File: config.mk
export PLATFORM = sky130hd
export DESIGN_NAME = ptw_resp_cache_flat
export DESIGN_NICKNAME = d
export VERILOG_FILES = /design/src/rtl/ptw_cache_pkg.sv /design/src/rtl/ptw_resp_cache_if.sv /design/src/rtl/ptw_rr_arbiter.sv /design/src/rtl/ptw_resp_cache.sv /design/src/flat_wrapper.sv
export SDC_FILE = /design/constraint.sdc
export NUM_CORES = 1
export LEC_CHECK = 0
export CAP_MARGIN = 20
export CORE_MARGIN = 4
export CORE_UTILIZATION = 30
export DETAILED_ROUTE_END_ITERATION = 10
export GPL_TIMING_DRIVEN = 0
export HOLD_SLACK_MARGIN = 0.1
export MAX_ROUTING_LAYER = met4
export PLACE_DENSITY_LB_ADDON = 0.08
export SYNTH_ARGS = -nofsm -noshare
export SYNTH_HDL_FRONTEND = slang
export SYNTH_HIERARCHICAL = 1
export SYNTH_SLANG_ARGS = --single-unit
File: constraint.sdc
create_clock -name clk -period 11.3 [get_ports clk]
set_input_delay 1.695 -clock clk [delete_from_list [all_inputs] [get_ports clk]]
set_output_delay 1.695 -clock clk [all_outputs]
set_load 0.02 [all_outputs]
File: src/rtl/ptw_cache_pkg.sv
// Shared definitions for the PTW response cache: default field widths,
// the stored entry layout and a pointer-width helper.
package ptw_cache_pkg;

    localparam int DEF_TAG_W = 20;
    localparam int DEF_PPN_W = 32;

    typedef struct packed {
        logic                 valid;
        logic                 error;
        logic [DEF_TAG_W-1:0] tag;
        logic [DEF_PPN_W-1:0] ppn;
    } ptw_entry_t;

    // Bits needed to index n items, never less than one so 1-entry cases still get a real pointer.
    function automatic int clog2_min1(input int n);
        int r;
        r = 0;
        while ((1 << r) < n) r++;
        return (r < 1) ? 1 : r;
    endfunction

endpackage

File: src/rtl/ptw_resp_cache_if.sv
// Fill (per-channel PTW responses), flush and lookup bus of ptw_resp_cache.
// master drives requests, slave is the cache.
interface ptw_resp_cache_if #(
    parameter int NUM_CH = 2,
    parameter int TAG_W  = ptw_cache_pkg::DEF_TAG_W,
    parameter int PPN_W  = ptw_cache_pkg::DEF_PPN_W
);
    logic [NUM_CH-1:0]       in_valid;
    logic [NUM_CH-1:0]       in_ready;
    logic [NUM_CH-1:0]       in_error;
    logic [NUM_CH*TAG_W-1:0] in_tag;
    logic [NUM_CH*PPN_W-1:0] in_ppn;
    logic                    flush;
    logic                    lookup_valid;
    logic [TAG_W-1:0]        lookup_tag;
    logic                    resp_valid;
    logic                    resp_hit;
    logic                    resp_error;
    logic [PPN_W-1:0]        resp_ppn;

    modport master (
        output in_valid, in_error, in_tag, in_ppn, flush, lookup_valid, lookup_tag,
        input  in_ready, resp_valid, resp_hit, resp_error, resp_ppn
    );

    modport slave (
        input  in_valid, in_error, in_tag, in_ppn, flush, lookup_valid, lookup_tag,
        output in_ready, resp_valid, resp_hit, resp_error, resp_ppn
    );
endinterface

File: src/rtl/ptw_rr_arbiter.sv
// Round-robin arbiter: one-hot grant to the first requester at or after the
// pointer; the pointer advances past the winner only when a grant is issued.
module ptw_rr_arbiter
    import ptw_cache_pkg::*;
#(
    parameter int NUM_CH = 2
) (
    input  logic              clk,
    input  logic              reset,
    input  logic              enable,
    input  logic [NUM_CH-1:0] req,
    output logic [NUM_CH-1:0] grant
);
    localparam int            PW   = clog2_min1(NUM_CH);
    localparam logic [PW-1:0] LAST = PW'(NUM_CH - 1);

    logic [PW-1:0] ptr_reg;
    logic [PW-1:0] ptr_next;
    logic [PW-1:0] idx;
    logic [PW-1:0] gidx;
    logic          found;

    always_comb begin
        grant    = '0;
        found    = 1'b0;
        gidx     = '0;
        idx      = '0;
        // Explicit modulo so non-power-of-two channel counts wrap correctly.
        for (int k = 0; k < NUM_CH; k++) begin
            if (int'(ptr_reg) + k >= NUM_CH)
                idx = PW'(int'(ptr_reg) + k - NUM_CH);
            else
                idx = PW'(int'(ptr_reg) + k);
            if (enable && !found && req[idx]) begin
                found      = 1'b1;
                gidx       = idx;
                grant[idx] = 1'b1;
            end
        end
        ptr_next = ptr_reg;
        if (found)
            ptr_next = (gidx == LAST) ? '0 : gidx + 1'b1;
    end

    always_ff @(posedge clk or posedge reset) begin
        if (reset)
            ptr_reg <= '0;
        else
            ptr_reg <= ptr_next;
    end

endmodule

File: src/rtl/ptw_resp_cache.sv
// Multi-channel PTW response cache: round-robin fill, fully-associative FIFO-replaced
// entries, 1-cycle registered lookup. Optional PTW_CACHE_STATS_EN adds hit/miss counters.
module ptw_resp_cache
    import ptw_cache_pkg::*;
#(
    parameter int NUM_CH  = 2,
    parameter int ENTRIES = 4,
    parameter int TAG_W   = DEF_TAG_W,
    parameter int PPN_W   = DEF_PPN_W
) (
    input  logic          clk,
    input  logic          reset,
    ptw_resp_cache_if.slave bus
`ifdef PTW_CACHE_STATS_EN
    ,
    output logic [31:0]   stat_hits,
    output logic [31:0]   stat_misses
`endif
);
    localparam int            EW         = clog2_min1(ENTRIES);
    localparam logic [EW-1:0] LAST_ENTRY = EW'(ENTRIES - 1);

    // Entries use the package layout; TAG_W/PPN_W must not exceed its field widths.
    ptw_entry_t        entry_reg [ENTRIES];
    logic [EW-1:0]     rep_ptr_reg;
    logic [NUM_CH-1:0] grant;
    logic              fill_valid;
    logic [TAG_W-1:0]  fill_tag;
    logic [PPN_W-1:0]  fill_ppn;
    logic              fill_error;
    logic [ENTRIES-1:0] fill_match;
    logic [ENTRIES-1:0] look_match;
    logic              look_error;
    logic [PPN_W-1:0]  look_ppn;
    logic              resp_valid_reg;
    logic              resp_hit_reg;
    logic              resp_error_reg;
    logic [PPN_W-1:0]  resp_ppn_reg;

    ptw_rr_arbiter #(.NUM_CH(NUM_CH)) u_arb (
        .clk    (clk),
        .reset  (reset),
        .enable (!bus.flush),
        .req    (bus.in_valid),
        .grant  (grant)
    );

    assign bus.in_ready = grant;
    assign fill_valid   = |grant;

    always_comb begin
        fill_tag   = '0;
        fill_ppn   = '0;
        fill_error = 1'b0;
        for (int c = 0; c < NUM_CH; c++) begin
            if (grant[c]) begin
                fill_tag   = bus.in_tag[c*TAG_W +: TAG_W];
                fill_ppn   = bus.in_ppn[c*PPN_W +: PPN_W];
                fill_error = bus.in_error[c];
            end
        end
    end

    genvar gi;
    generate
        for (gi = 0; gi < ENTRIES; gi++) begin : g_cmp
            assign fill_match[gi] = entry_reg[gi].valid && (entry_reg[gi].tag[TAG_W-1:0] == fill_tag);
            assign look_match[gi] = entry_reg[gi].valid && (entry_reg[gi].tag[TAG_W-1:0] == bus.lookup_tag);
        end
    endgenerate

    // Tags are unique, so at most one match bit is set and an OR-mux is enough.
    always_comb begin
        look_error = 1'b0;
        look_ppn   = '0;
        for (int e = 0; e < ENTRIES; e++) begin
            if (look_match[e]) begin
                look_error = look_error | entry_reg[e].error;
                look_ppn   = look_ppn | entry_reg[e].ppn[PPN_W-1:0];
            end
        end
    end

    always_ff @(posedge clk or posedge reset) begin
        if (reset) begin
            for (int e = 0; e < ENTRIES; e++)
                entry_reg[e] <= '0;
            rep_ptr_reg    <= '0;
            resp_valid_reg <= 1'b0;
            resp_hit_reg   <= 1'b0;
            resp_error_reg <= 1'b0;
            resp_ppn_reg   <= '0;
        end else begin
            resp_valid_reg <= bus.lookup_valid;
            resp_hit_reg   <= bus.lookup_valid & (|look_match);
            resp_error_reg <= bus.lookup_valid & look_error;
            resp_ppn_reg   <= bus.lookup_valid ? look_ppn : '0;
            if (bus.flush) begin
                for (int e = 0; e < ENTRIES; e++)
                    entry_reg[e].valid <= 1'b0;
                rep_ptr_reg <= '0;
            end else if (fill_valid) begin
                if (|fill_match) begin
                    // Refresh in place: FIFO age order is unchanged.
                    for (int e = 0; e < ENTRIES; e++) begin
                        if (fill_match[e]) begin
                            entry_reg[e].error <= fill_error;
                            entry_reg[e].ppn   <= DEF_PPN_W'(fill_ppn);
                        end
                    end
                end else begin
                    entry_reg[rep_ptr_reg] <= '{valid: 1'b1, error: fill_error,
                                                tag: DEF_TAG_W'(fill_tag), ppn: DEF_PPN_W'(fill_ppn)};
                    rep_ptr_reg <= (rep_ptr_reg == LAST_ENTRY) ? '0 : rep_ptr_reg + 1'b1;
                end
            end
        end
    end

    assign bus.resp_valid = resp_valid_reg;
    assign bus.resp_hit   = resp_hit_reg;
    assign bus.resp_error = resp_error_reg;
    assign bus.resp_ppn   = resp_ppn_reg;

`ifdef PTW_CACHE_STATS_EN
    logic [31:0] stat_hits_reg;
    logic [31:0] stat_misses_reg;

    always_ff @(posedge clk or posedge reset) begin
        if (reset) begin
            stat_hits_reg   <= '0;
            stat_misses_reg <= '0;
        end else begin
            if (resp_valid_reg && resp_hit_reg && (stat_hits_reg != 32'hFFFF_FFFF))
                stat_hits_reg <= stat_hits_reg + 32'd1;
            if (resp_valid_reg && !resp_hit_reg && (stat_misses_reg != 32'hFFFF_FFFF))
                stat_misses_reg <= stat_misses_reg + 32'd1;
        end
    end

    assign stat_hits   = stat_hits_reg;
    assign stat_misses = stat_misses_reg;
`endif

endmodule
File: src/flat_wrapper.sv
// flat-port wrapper written by rule: the top's interface ports become plain ports
module ptw_resp_cache_flat import ptw_cache_pkg::*;
#(
    parameter int NUM_CH  = 2,
    parameter int ENTRIES = 4,
    parameter int TAG_W   = DEF_TAG_W,
    parameter int PPN_W   = DEF_PPN_W
)
  (clk, reset, bus_in_valid, bus_in_error, bus_in_tag, bus_in_ppn, bus_flush, bus_lookup_valid, bus_lookup_tag, bus_in_ready, bus_resp_valid, bus_resp_hit, bus_resp_error, bus_resp_ppn);
  ptw_resp_cache_if #(.NUM_CH(NUM_CH), .TAG_W(TAG_W), .PPN_W(PPN_W)) bus_i ();
  input  logic clk;
  input  logic reset;
  input wire logic [$bits(bus_i.in_valid)-1:0] bus_in_valid;
  input wire logic [$bits(bus_i.in_error)-1:0] bus_in_error;
  input wire logic [$bits(bus_i.in_tag)-1:0] bus_in_tag;
  input wire logic [$bits(bus_i.in_ppn)-1:0] bus_in_ppn;
  input wire logic [$bits(bus_i.flush)-1:0] bus_flush;
  input wire logic [$bits(bus_i.lookup_valid)-1:0] bus_lookup_valid;
  input wire logic [$bits(bus_i.lookup_tag)-1:0] bus_lookup_tag;
  output wire logic [$bits(bus_i.in_ready)-1:0] bus_in_ready;
  output wire logic [$bits(bus_i.resp_valid)-1:0] bus_resp_valid;
  output wire logic [$bits(bus_i.resp_hit)-1:0] bus_resp_hit;
  output wire logic [$bits(bus_i.resp_error)-1:0] bus_resp_error;
  output wire logic [$bits(bus_i.resp_ppn)-1:0] bus_resp_ppn;
  assign bus_i.in_valid = bus_in_valid;
  assign bus_i.in_error = bus_in_error;
  assign bus_i.in_tag = bus_in_tag;
  assign bus_i.in_ppn = bus_in_ppn;
  assign bus_i.flush = bus_flush;
  assign bus_i.lookup_valid = bus_lookup_valid;
  assign bus_i.lookup_tag = bus_lookup_tag;
  assign bus_in_ready = bus_i.in_ready;
  assign bus_resp_valid = bus_i.resp_valid;
  assign bus_resp_hit = bus_i.resp_hit;
  assign bus_resp_error = bus_i.resp_error;
  assign bus_resp_ppn = bus_i.resp_ppn;
  ptw_resp_cache #(.NUM_CH(NUM_CH), .ENTRIES(ENTRIES), .TAG_W(TAG_W), .PPN_W(PPN_W)) u_core (.clk(clk), .reset(reset), .bus(bus_i));
endmodule
## After elaboration in Yosys (flattened, before gate mapping)

Index checks and enable logic that the tools add are counted.

- Flip-flop bits (word level): 254
- Bits of input ports: 132

- Add/subtract/negate cells: 5
- Magnitude comparators: 8
- Eq/ne operators: 14
- Muxes and demuxes: 68
- Bitwise logic cells: 12
- Reductions and logical operators: 26

Operators by type and width:

| operator | number |
|---|---|
| 32-bit two-way mux | 15 |
| 216-bit bitwise mux | 1 |
| 216-bit two-way mux | 1 |
| 20-bit equality test | 8 |
| 20-bit two-way mux | 6 |
| 54-bit demux with 2-bit select | 1 |
| 32-bit OR | 3 |
| 54-bit two-way mux | 1 |
| 1-bit two-way mux | 35 |
| 3-bit AND reduction | 5 |
| 1-bit logical AND | 14 |
| 2-bit two-way mux | 6 |
| 2-bit by 1-bit inequality test with 1-bit output, second input constant | 4 |
| 4-bit OR reduction | 2 |
| 1-bit by 2-bit < comparator with 1-bit output, second input constant | 2 |
| 3-bit greater-or-equal comparator, second input constant | 1 |
| 3-bit by 1-bit < comparator with 1-bit output, second input constant | 1 |
| 2-bit inverter with 3-bit output | 1 |
| 1-bit OR | 3 |
| 1-bit by 1-bit adder with 2-bit output, second input constant | 1 |
| 2-bit by 1-bit adder with 2-bit output, second input constant | 1 |
| 1-bit bitwise AND | 2 |
| 1-bit demux with 1-bit select | 2 |
| 2-bit equality test, second input constant | 1 |
| 12 further kinds | 16 |

## Depth between registers and ports, before layout

Gate-level depths: netlist of the first run.

- Depth after elaboration: 18
- Depth in mapped cells: 19

## Modules after synthesis

Netlist of the first run, hierarchy kept.

Modules (own cells, without submodules):

| module | times used | cells each | area an instance (µm²) |
|---|---|---|---|
| ptw_resp_cache | 1 | 1267 | 14119.8 |
| ptw_rr_arbiter | 1 | 9 | 65.1 |

## Worst setup path after synthesis of the first run

Ideal clock, no wire load.

- Kind: input port to flip-flop
- Start point: input bus_flush
- End point: register u_core/entry_reg[170] in the netlist's numbering
- Library setup time: 0.121 ns
- Arrival: 5.222 ns
- Data required time: 11.179 ns
- Path slack: 5.957 ns
- Stages on the path: 14
- Path through: clkbuf_1 buf_1 inv_1 nand2_1 a21oi_1 nand2_1 o21ai_1 xor2_1 or4_4 or4_4 a41o_1 buf_6 buf_6 a22o_1

- Cells in the longest elaborated chain, start to end: 14
- Elaborated cells on any way between the ends: 29
- Classes of those cells: eq/ne: 5; mux: 10; bitwise: 2; reduce/logical: 12

RTL lines:

| item | RTL line | source |
|---|---|---|
| from (decl) | flat_wrapper.sv:17 | `input wire logic [$bits(bus_i.flush)-1:0] bus_flush;` |
| 1-bit logical NOT * | ptw_resp_cache.sv:43 | `.enable (!bus.flush),` |
| 1-bit logical AND | ptw_rr_arbiter.sv:34 | `if (enable && !found && req[idx]) begin` |
| 1-bit two-way mux | ptw_rr_arbiter.sv:34 |  |
| 1-bit logical NOT | ptw_rr_arbiter.sv:34 |  |
| 1-bit logical AND (2 in a row) | ptw_rr_arbiter.sv:34 |  |
| 2-bit two-way mux * | ptw_rr_arbiter.sv:34 |  |
| via bus_in_ready[0] | flat_wrapper.sv:20 | `output wire logic [$bits(bus_i.in_ready)-1:0] bus_in_ready;` |
| 20-bit two-way mux (2 in a row) | ptw_resp_cache.sv:56 | `if (grant[c]) begin` |
| 20-bit equality test | ptw_resp_cache.sv:67 | `assign fill_match[gi] = entry_reg[gi].valid && (entry_reg[gi].tag[TAG_W-1:0] == fill_tag);` |
| 1-bit logical AND | ptw_resp_cache.sv:67 |  |
| 4-bit OR reduction | ptw_resp_cache.sv:103 | `if (\|fill_match) begin` |
| 2-bit by 1-bit inequality test with 1-bit output (no line) | n/a |  |
| 3-bit AND reduction (no line) | n/a |  |
| to (signal, indexed assignment) | ptw_resp_cache.sv:112 | `entry_reg[rep_ptr_reg] <= '{valid: 1'b1, error: fill_error,` |
| to (decl) | ptw_resp_cache.sv:24 | `ptw_entry_t entry_reg [ENTRIES];` |

Mark *: on every way through the listed nets, which the timed path passes. The rest lies on a longest branch. The select of a mux whose other input is x is not followed.
A chain may end at the register's enable or synchronous reset.

## Final worst setup path of the first run

- Start point: input bus_flush
- End point: register u_core/entry_reg[4] in the netlist's numbering

- Cells in the longest elaborated chain, start to end: 14
- Elaborated cells on any way between the ends: 29
- Classes of those cells: eq/ne: 5; mux: 10; bitwise: 2; reduce/logical: 12

RTL lines:

| item | RTL line |
|---|---|
| 1-bit logical NOT | ptw_resp_cache.sv:43 |
| 1-bit logical AND | ptw_rr_arbiter.sv:34 |
| 1-bit two-way mux | ptw_rr_arbiter.sv:34 |
| 1-bit logical NOT | ptw_rr_arbiter.sv:34 |
| 1-bit logical AND (2 in a row) | ptw_rr_arbiter.sv:34 |
| 2-bit two-way mux | ptw_rr_arbiter.sv:34 |
| 20-bit two-way mux (2 in a row) | ptw_resp_cache.sv:56 |
| 20-bit equality test | ptw_resp_cache.sv:67 |
| 1-bit logical AND | ptw_resp_cache.sv:67 |
| 4-bit OR reduction | ptw_resp_cache.sv:103 |
| 2-bit by 1-bit inequality test with 1-bit output (no line) | n/a |
| 3-bit AND reduction (no line) | n/a |

Parallel ways exist; a longest one is shown, timed or not. The select of a mux whose other input is x is not followed.

==> results of run 1 <==
path summary, 6_finish.rpt:
check	slack (ns)	start	to
max reg2reg	6.17	flop	u_core/entry_reg[4]$_DFFE_PP0P_
min reg2reg	0.50	u_core/entry_reg[130]$_DFFE_PP0P_	u_core/entry_reg[130]$_DFFE_PP0P_
min in group asynchronous	1.39	reset	async pin
max	4.31	bus_flush	u_core/entry_reg[4]$_DFFE_PP0P_
max in group asynchronous	8.46	reset	u_core/entry_reg[74]$_DFFE_PP0P_
min	0.50	u_core/entry_reg[130]$_DFFE_PP0P_	u_core/entry_reg[130]$_DFFE_PP0P_
worst max-delay path: cells and delay by family:
| kind | cells | cell delay, ns |
|---|---|---|
| XOR/XNOR | 1 | 0.29 |
| buffers and inverters | 8 | 2.19 |
| AND/OR/NAND/NOR | 5 | 2.02 |
| AO/OA/AOI/OAI | 4 | 1.25 |
per-stage QoR:
stage               instance area (um2)  TNS, ns  worst slack [ns]  std cells
global route                      17670        0             4.143       2104
CTS                               17670        0             4.341       2104
finish                            17670        0             4.314       2105
detailed placement                16650        0             3.708       2047
global placement                  16530  -360.79            -1.462       2041
floorplan                         14180        0             2.648       1276
synth_stat cells (9+ instances only):
library cell  number
clkbuf_1          48
a22oi_1           99
a21boi_0          34
mux2_4            71
nand3b_1          13
inv_1             36
xnor2_1           68
a22o_1           133
nand2b_1          21
xor2_1            64
a21oi_1           25
nor4_1            19
and3_1            12
nor2_1            53
nand3_1           23
o22ai_1           10
buf_2             19
nor2b_1            9
o21ai_0           19
nand4_1           25
buf_6             22
nand2_1           54
o2111ai_1          9
dfrtp_1          254
where the power goes:
group	switching (uW)	total, uW	internal [uW]	leakage (uW)
clock network	409	998	589	0.000495
registers	180	1290	1110	0.00338
logic	415	793	378	0.00364
total	1000	3080	2080	0.00752
layout make-up:
class | count | area, um2
diodes | 1 | 2.502
plain buffers | 96 | 556.8
clock buffers | 50 | 937.1
clock inverters | 7 | 83.83
fillers | 4651 | 28990
inverters | 37 | 146.4
multi-input cells | 889 | 7157
flip-flops and latches | 254 | 6356
well taps | 607 | 759.5
repair buffers | 164 | 1670
routing by layer:
layer	GRT usage	up-vias	routed length (um)
met5	-	-	0
met1	0.3637	6071	29900
met3	0.02188	57	3002
met2	0.3423	408	25980
met4	0.04386	0	1062
li1	-	5184	-
cells by family after synthesis:
| logic type | after synthesis | share of synthesized area |
|---|---|---|
| AOI/OAI and AO/OA | 400 | 0.2239 |
| and+or+nand+nor | 270 | 0.1100 |
| DFF | 254 | 0.4481 |
| buffers and inverters | 133 | 0.04904 |
| xor gates and xnor gates | 132 | 0.08150 |
| muxes | 83 | 0.08397 |
| adders and majority gates | 4 | 0.003528 |
==> results by group, run 1 <==
Clocking
  • Bufs on Longest Clock Path: 3
  • CTS Root Cell: clkbuf_16
  • Total clock buffers created by CTS: 31
  • CTS tree: done
  • Post-CTS Setup Repair Bufs: 0
  • Hold Buf Count CTS: 0
  • Worst-Skew Late Latency: 0.60 ns
  • Sink Count: 254
  • # resized after CTS: 0
  • Reg clk slew, reported paths: 0.06 ns
  • H-tree lvl count: 1

Drt
  • Vias: 11,720
  • Number of remaining DRC errors: 0
  • DRT antenna net count: 0
  • Routed vias/inst: 5.568
  • DR WL/cell: 28.47 um
  • DRT iter0 DRCs: 1,214
  • Pre-Repair DR Iteration Count: 8
  • Final WL: 59.94 mm

Power and ir drop
  • Pwr Total: 3085 uW
  • Leak pwr: 0.007515 uW
  • VDD IR max: 0.0001036 V
  • Pwr Density: 174.6 nW/um2

Synthesis
  • Number of enable flip-flop cells after synthesis: 0
  • Warnings, synthesis: 6
  • Synth area leaders: dfrtp_1 (45%), a22o_1 (8.2%), mux2_4 (7.5%)
  • Syn Nets: 1,412
  • Avg Synthesized Cell Area: 11.12 um2
  • Netlist cell types: 83
  • Synth async-reset ratio: 1.000
  • Synth Flop Type: dfrtp_1
  • Cell Area, Synth: 14,180 um2
  • Mapped Cells: 1,276
  • Synth area leader: dfrtp_1
  • Synth top area share: 0.4481
  • Seq/Total Area, Yosys: 0.4481
  • Synth Register Bits: 254

STA
  • # setup viols final: 0
  • Final hold viol count: 0
  • Achievable clock frequency: 143.1 MHz
  • Setup Skew: 0.02590 ns
  • Tcrit/Tclk final: 0.6182
  • Hold Slack: 0.5005 ns
  • Final Max Slew Viols: 0
  • Slew margin rel.: 0.2051
  • Worst slew pin tran: 1.181 ns
  • Final min period: 6.986 ns
  • RSZ-0062 raised after global routing: false

Finish
  • Commonest non-fill, non-tap cell in the layout: dfrtp_1
  • Post-Route Utilization: 0.3787
  • Fraction of layout cells with a size suffix above 1: 0.1356
  • Most frequent cells in the layout: dfrtp_1 (254), clkdlybuf4s50_1 (158), a22o_1 (133)
  • Fin nets: 1,609
  • Area grow syn2layout: 24.57%
  • Max FFs per register: 216

GRT
  • Overall routing resource usage: 0.2368
  • Vias in the first global route: 11,690
  • Largest net degree at the start of global routing: 114
  • Total gr overflow: 0
  • First-pass GRT wire length: 85.77 mm
  • Antenna violations before repair: 3

Die
  • DIE AREA: 50,830 um2
  • Io pins: 169
  • Die Wd: 225.4 um
  • Die Height: 225.4 um
  • Initial Util: 0.3040
  • Num rows: 79
  • CORE AREA: 46,650 um2

Worst setup path
  • Worst path cell trace: clkbuf_1, buf_1, inv_1, nand2_1, a21oi_1, buf_6, buf_6, buf_6, buf_2, nand2_1, xor2_1, o21ai_0, nor4_1, nand4b_1, o31ai_2, nand2_1, buf_2, a22o_1
  • Startpoint Class: input pin
  • Setup CP Type: in -> reg
  • Worst EP arrival: 7.46 ns
  • CP max stage cell: nor4_1
  • FF-to-FF path depth: 14
  • CP Max Fanout: 10
  • Critical Path RT: 11.78 ns
  • Crit path capture type: flop
  • Crit-path max cell delay: 1.02 ns

Min path
  • Hold path cells: 1
  • Worst hold path type: reg -> reg

Run
  • Max-Cap Viols: 0

Place
  • GPL Wtd Cong: 1.006
  • Post-DP HPWL: 45.00 mm
  • Port Buffer Count: 158

Run status
  • Status: finished clean
Power figures use the tool's default switching activity.
==> inputs of run 2 (changes only) <==
==> constraint.sdc (replaced) <==
create_clock -name clk -period 6.51 [get_ports clk]
set_input_delay 0.9765 -clock clk [delete_from_list [all_inputs] [get_ports clk]]
set_output_delay 0.9765 -clock clk [all_outputs]
set_load 0.02 [all_outputs]
==> run 2 against run 1 <==
  * Non-clock buffer count increased by 6
  * Die area unchanged
  * Combinational power increased by 73%
  * Setup slack got worse by 4.0 ns
  * Critical path type unchanged
  * Core utilization increased by 0.34 points
  * Largest power group unchanged
  * Highest routed layer unchanged
  * Clock power increased by 83%
  * Worst hold slack got worse by 0.0041 ns
  * Largest cell class unchanged
==> results by group, run 2 (synthesized netlist as in run 1, its figures left out) <==
Min path
  • Hold path cells: 1
  • Hold Path End: u_core/entry_reg[111]$_DFFE_PP0P_
  • Worst hold path type: reg -> reg
  • Hold path start: u_core/entry_reg[111]$_DFFE_PP0P_

Finish
  • Max FFs per register: 216
  • Fill count: 4,681
  • Fin nets: 1,618
  • Final std cells w/o fill: 2,113
  • Fraction of layout cells with a size suffix above 1: 0.1417
  • Commonest non-fill, non-tap cell in the layout: dfrtp_1
  • Most frequent cells in the layout: dfrtp_1 (254), clkdlybuf4s50_1 (158), a22o_1 (133)
  • Area grow syn2layout: 25.67%

Die
  • Die Height: 225.4 um
  • Io pins: 169
  • Die Wd: 225.4 um
  • CORE AREA: 46,650 um2
  • Num rows: 79
  • DIE AREA: 50,830 um2
  • Initial Util: 0.3040

Clocking
  • Worst-Skew Late Latency: 0.55 ns
  • Sink Count: 254
  • Bufs on Longest Clock Path: 3
  • # resized after CTS: 0
  • Total clock buffers created by CTS: 34
  • Post-CTS Setup Repair Bufs: 0
  • Hold Buf Count CTS: 0
  • CTS Root Cell: clkbuf_16
  • H-tree lvl count: 2
  • CTS tree: done
  • Reg clk slew, reported paths: 0.05 ns

Place
  • GPL Wtd Cong: 0.9880
  • Pre-CTS setup slack: -0.3020 ns
  • Post-DP HPWL: 45.19 mm
  • Inst Count DP: 2,053
  • Port Buffer Count: 158

STA
  • Final Max Slew Viols: 0
  • Final hold viol count: 0
  • Final min period: 6.211 ns
  • Achievable clock frequency: 161.0 MHz
  • # setup viols final: 0
  • Final worst setup slack: 0.2986 ns
  • Setup Skew: 0.01808 ns
  • Setup TNS: 0 ns
  • Slew margin rel.: 0.2838
  • RSZ-0062 raised after global routing: false
  • Worst slew pin tran: 1.065 ns
  • Hold Slack: 0.4964 ns
  • Tcrit/Tclk final: 0.9541

Worst setup path
  • Startpoint Class: input pin
  • Crit path capture type: flop
  • FF-to-FF path depth: 14
  • Worst EP arrival: 6.63 ns
  • Critical Path RT: 6.93 ns
  • Worst setup startpoint: bus_flush
  • Flop-to-flop setup slack: 1.55 ns
  • CP Max Fanout: 10
  • Worst R2R End: u_core/entry_reg[10]$_DFFE_PP0P_
  • Setup CP Type: in -> reg

GRT
  • Total gr overflow: 0
  • Largest net degree at the start of global routing: 39
  • Vias in the first global route: 12,090
  • Antenna violations before repair: 3
  • First-pass GRT wire length: 87.01 mm
  • Overall routing resource usage: 0.2408

Drt
  • Number of remaining DRC errors: 0
  • Pre-Repair DR Iteration Count: 5
  • DRT antenna net count: 0
  • DRT iter0 DRCs: 1,177
  • Routed vias/inst: 5.595
  • Vias: 11,820
  • Final WL: 60.51 mm
  • DR WL/cell: 28.64 um

Run
  • Max-Cap Viols: 0

Power and ir drop
  • Pwr Density: 306.1 nW/um2
  • Leak pwr: 0.007592 uW
  • VDD IR max: 0.0001353 V

Run status
  • Status: finished clean
run 2: changes by cell type in the layout (fill, tap and decap cells not counted):
cell | previous run | this run
buf_12 | 0 | 7
buf_16 | 2 | 0
buf_6 | 23 | 24
clkbuf_1 | 58 | 54
clkbuf_16 | 31 | 35
clkbuf_8 | 9 | 5
clkinv_2 | 2 | 5
clkinv_4 | 1 | 2
clkinv_8 | 0 | 2
diode_2 | 1 | 3
inv_16 | 1 | 0
inv_8 | 1 | 0
run 2: per-layer routing:
layer | GRT usage | part of all wire
met3 | 0.05028 | 0.065
met4 | 0.06975 | 0.027
met5 | - | 0
met2 | 0.3413 | 0.43
met1 | 0.3471 | 0.48
run 2: how the worst max path moves through the flow:
stage / endpoint / slack, ns
after floorplan: u_core/entry_reg[170]$_DFFE_PP0P_ / 1.89
after global placement: u_core/entry_reg[9]$_DFFE_PP0P_ / -0.61
after detailed placement: u_core/entry_reg[21]$_DFFE_PP0P_ / -0.30
after CTS: u_core/entry_reg[10]$_DFFE_PP0P_ / 0.27
after global routing: u_core/entry_reg[8]$_DFFE_PP0P_ / 0.04
final: u_core/entry_reg[10]$_DFFE_PP0P_ / 0.30
run 2: area by class of cell:
type,count,area (um2),share of cell area
diodes,3,7.507,0.0004211
plain buffers,96,556.8,0.03123
clock buffers,46,967.2,0.05426
clock inverters,11,112.6,0.006317
inverters,37,142.6,0.008002
multi-input cells,889,7157,0.4015
flip-flops and latches,254,6356,0.3566
well taps,607,759.5,0.04261
repair buffers,170,1767,0.09911
run 2: worst max-delay path, cell delays in order:
cell      delay (ns)
clkbuf_1        0.28
buf_1           0.38
inv_1           0.38
nand2_1         0.15
a21oi_1         0.48
buf_6           0.23
buf_6           0.16
buf_6           0.17
buf_2           0.34
nand2_1         0.11
xor2_1          0.23
o21ai_0         0.13
nor4_1          0.93
nand4b_1        0.32
o31ai_2         0.33
nand2_1         0.40
buf_2           0.34
a22o_1          0.26
run 2: stage by stage:
stage | cell area, um2 | power, uW | util
after floorplan | 14190 | 3056 | -
after global placement | 16530 | 3595 | 0.3543
after detailed placement | 16740 | 3611 | 0.3588
after CTS | 17820 | 5484 | 0.3819
after global routing | 17820 | 5701 | 0.3820
final | 17830 | 5456 | 0.3821
run 2: power by group:
group	total (uW)	internal, uW	switching [uW]	leakage (uW)
Clock	1830	1080	745	0.000530
Sequential	2250	1930	319	0.00338
Combinational	1370	661	712	0.00368
==> patch (flow settings as in run 2) <==
`NUM_CH` is set to 2 in 4 places; all go to 4.
--- a/src/rtl/ptw_resp_cache_if.sv
+++ b/src/rtl/ptw_resp_cache_if.sv
@@ -3,3 +3,3 @@
 interface ptw_resp_cache_if #(
-    parameter int NUM_CH = 2,
+    parameter int NUM_CH = 4,
     parameter int TAG_W  = ptw_cache_pkg::DEF_TAG_W,
--- a/src/rtl/ptw_rr_arbiter.sv
+++ b/src/rtl/ptw_rr_arbiter.sv
@@ -5,3 +5,3 @@
 #(
-    parameter int NUM_CH = 2
+    parameter int NUM_CH = 4
 ) (
--- a/src/rtl/ptw_resp_cache.sv
+++ b/src/rtl/ptw_resp_cache.sv
@@ -5,3 +5,3 @@
 #(
-    parameter int NUM_CH  = 2,
+    parameter int NUM_CH  = 4,
     parameter int ENTRIES = 4,
--- a/src/flat_wrapper.sv
+++ b/src/flat_wrapper.sv
@@ -3,3 +3,3 @@
 #(
-    parameter int NUM_CH  = 2,
+    parameter int NUM_CH  = 4,
     parameter int ENTRIES = 4,
Interface: changed (5 resized); port bits go from 169 to 279. No check against the original RTL was run, so the function may have changed too.
==> patch against run 2 <==
  * Final area up 14%
  * Largest cell class unchanged
  * Sequential cell count increased by 1
  * Routed wire length is 8.9% lower
  * Setup slack improved by 0.032 ns
  * Synthesized area is 4.8% higher
  * Via count grew 0.19%
  * Critical path depth up 4
Power is not compared: it rests on default switching activity, and its combinational part moved more than twofold at a synthesized area within 25%.
==> patch: results (changes against run 2) <==
status=finished, final reports clean; Worst-Margin Slew=0.868 ns (-0.196 ns); initial antenna violation count=1 (-2); hold_ws=0.489 ns (-0.00705 ns); Max stage delay on crit path=0.53 ns (-0.40 ns); Final nets=1888 (+17%); top cells by area, synth=dfrtp_1 43%, o2bb2ai_1 7.8%, mux2_4 7.7%; maximum vdd drop=0.000230 V; hold depth=1 (unchanged); WL met2=26.2 mm (+0.88%); Seq/Total Area, Yosys=42.9% (-1.9 points); grt met2 use=33.1% (-1.0 points); Unique masters post-synth=61 (-27%); met3 usage=2.91% (-2.1 points); placed cell count=2218 (+8.0%); WL final=55.1 mm (-8.9%); number of global-route vias before repair=12800 (+5.5%); Place WS=-0.917 ns (-0.615 ns); Setup Fix Bufs, Post-CTS=24 (+24); hold endpoint=u_core/entry_reg[63]$_DFFE_PP0P_; number of warnings issued by yosys=6 (unchanged); hold_sp=u_core/entry_reg[63]$_DFFE_PP0P_; Crit. Startpoint=u_core/u_arb/ptr_reg[0]$_DFFE_PP0P_; Fin Clk Skew=0.0146 ns (-0.00347 ns); dpl hpwl=40.6 mm (-10%); layout cells sized above 1=18.9% (+4.7 points); cts bufs inserted=30 (-12%); routed wire length per instance=23.7 um (-17%); WL met3=2.30 mm (-41%); Clk pwr share=between 15 and 20%; Final GP Congestion=0.835 (-16%); Post-Syn Nets=1526 (+8.1%); crit path DAT=6.67 ns (+0.04 ns); crit-path max FO=10 (unchanged); reg-to-reg slack, setup=0.33 ns (-1.22 ns); vias per cell=5.09 (-9.0%); Clock Latency Late Sink=0.58 ns (+0.03 ns); met1 Usage GRT=28.6% (-6.1 points); fin crit share=94.9% (-0.49 points); GRT Resource Usage Total=20.8% (-3.2 points); # resized after CTS=10 (+10); Post-Route M1 WL=25.3 mm (-13%); slowest library cell on the worst path=dfrtp_1; DRC violation total after the first TritonRoute iteration=682 (-42%); Worst Reg-to-Reg Cells=22 (+8); Cell Area, Placed=0.0186 mm^2 (+11%); commonest cells in the netlist=255 x dfrtp_1, 132 x o2bb2ai_1, 121 x xnor2_1; syn_area_per_cell=11.7 um^2 (+4.8%); # H-tree levels=1 (-1); first-pass GRT wire length=82.5 mm (-5.2%); Port Buffer Count=267 (+69%); largest net degree at the start of global routing=40 (+2.6%); CP endpoint=u_core/entry_reg[116]$_DFFE_PP0P_
## patch: changes by cell type after synthesis, sizes merged, moves of 11 or more
cell     change
a211oi      +17
nor2        -21
o2bb2ai    +128
xnor2       +53
nor2b       +14
a22o       -133
a221oi      +14
xor2        -24
nand3       -13
clkbuf      +11
## patch: cells by family (layout without fill, tap and decap cells)
kind of cell | count (synthesis) | count (layout) | synth area share (%)
flops | 255 | 255 | 42.9
fa+ha+maj | 11 | 11 | 0.926
buf+inv | 136 | 522 | 5.24
other cells | 0 | 1 | 0
compound gates | 398 | 398 | 23.8
mux | 87 | 87 | 8.81
xor+xnor | 161 | 161 | 9.49
simple gates | 227 | 227 | 8.77
## patch: cell type report
class	count	area [um^2]
buffer	107	683
multi-input combinational	884	7830
inverter	29	113
clock buffer	43	860
antenna	1	2.50
sequential	255	6380
tap	664	831
fill	4698	28700
timing repair buffer	330	3430
clock inverter	13	126
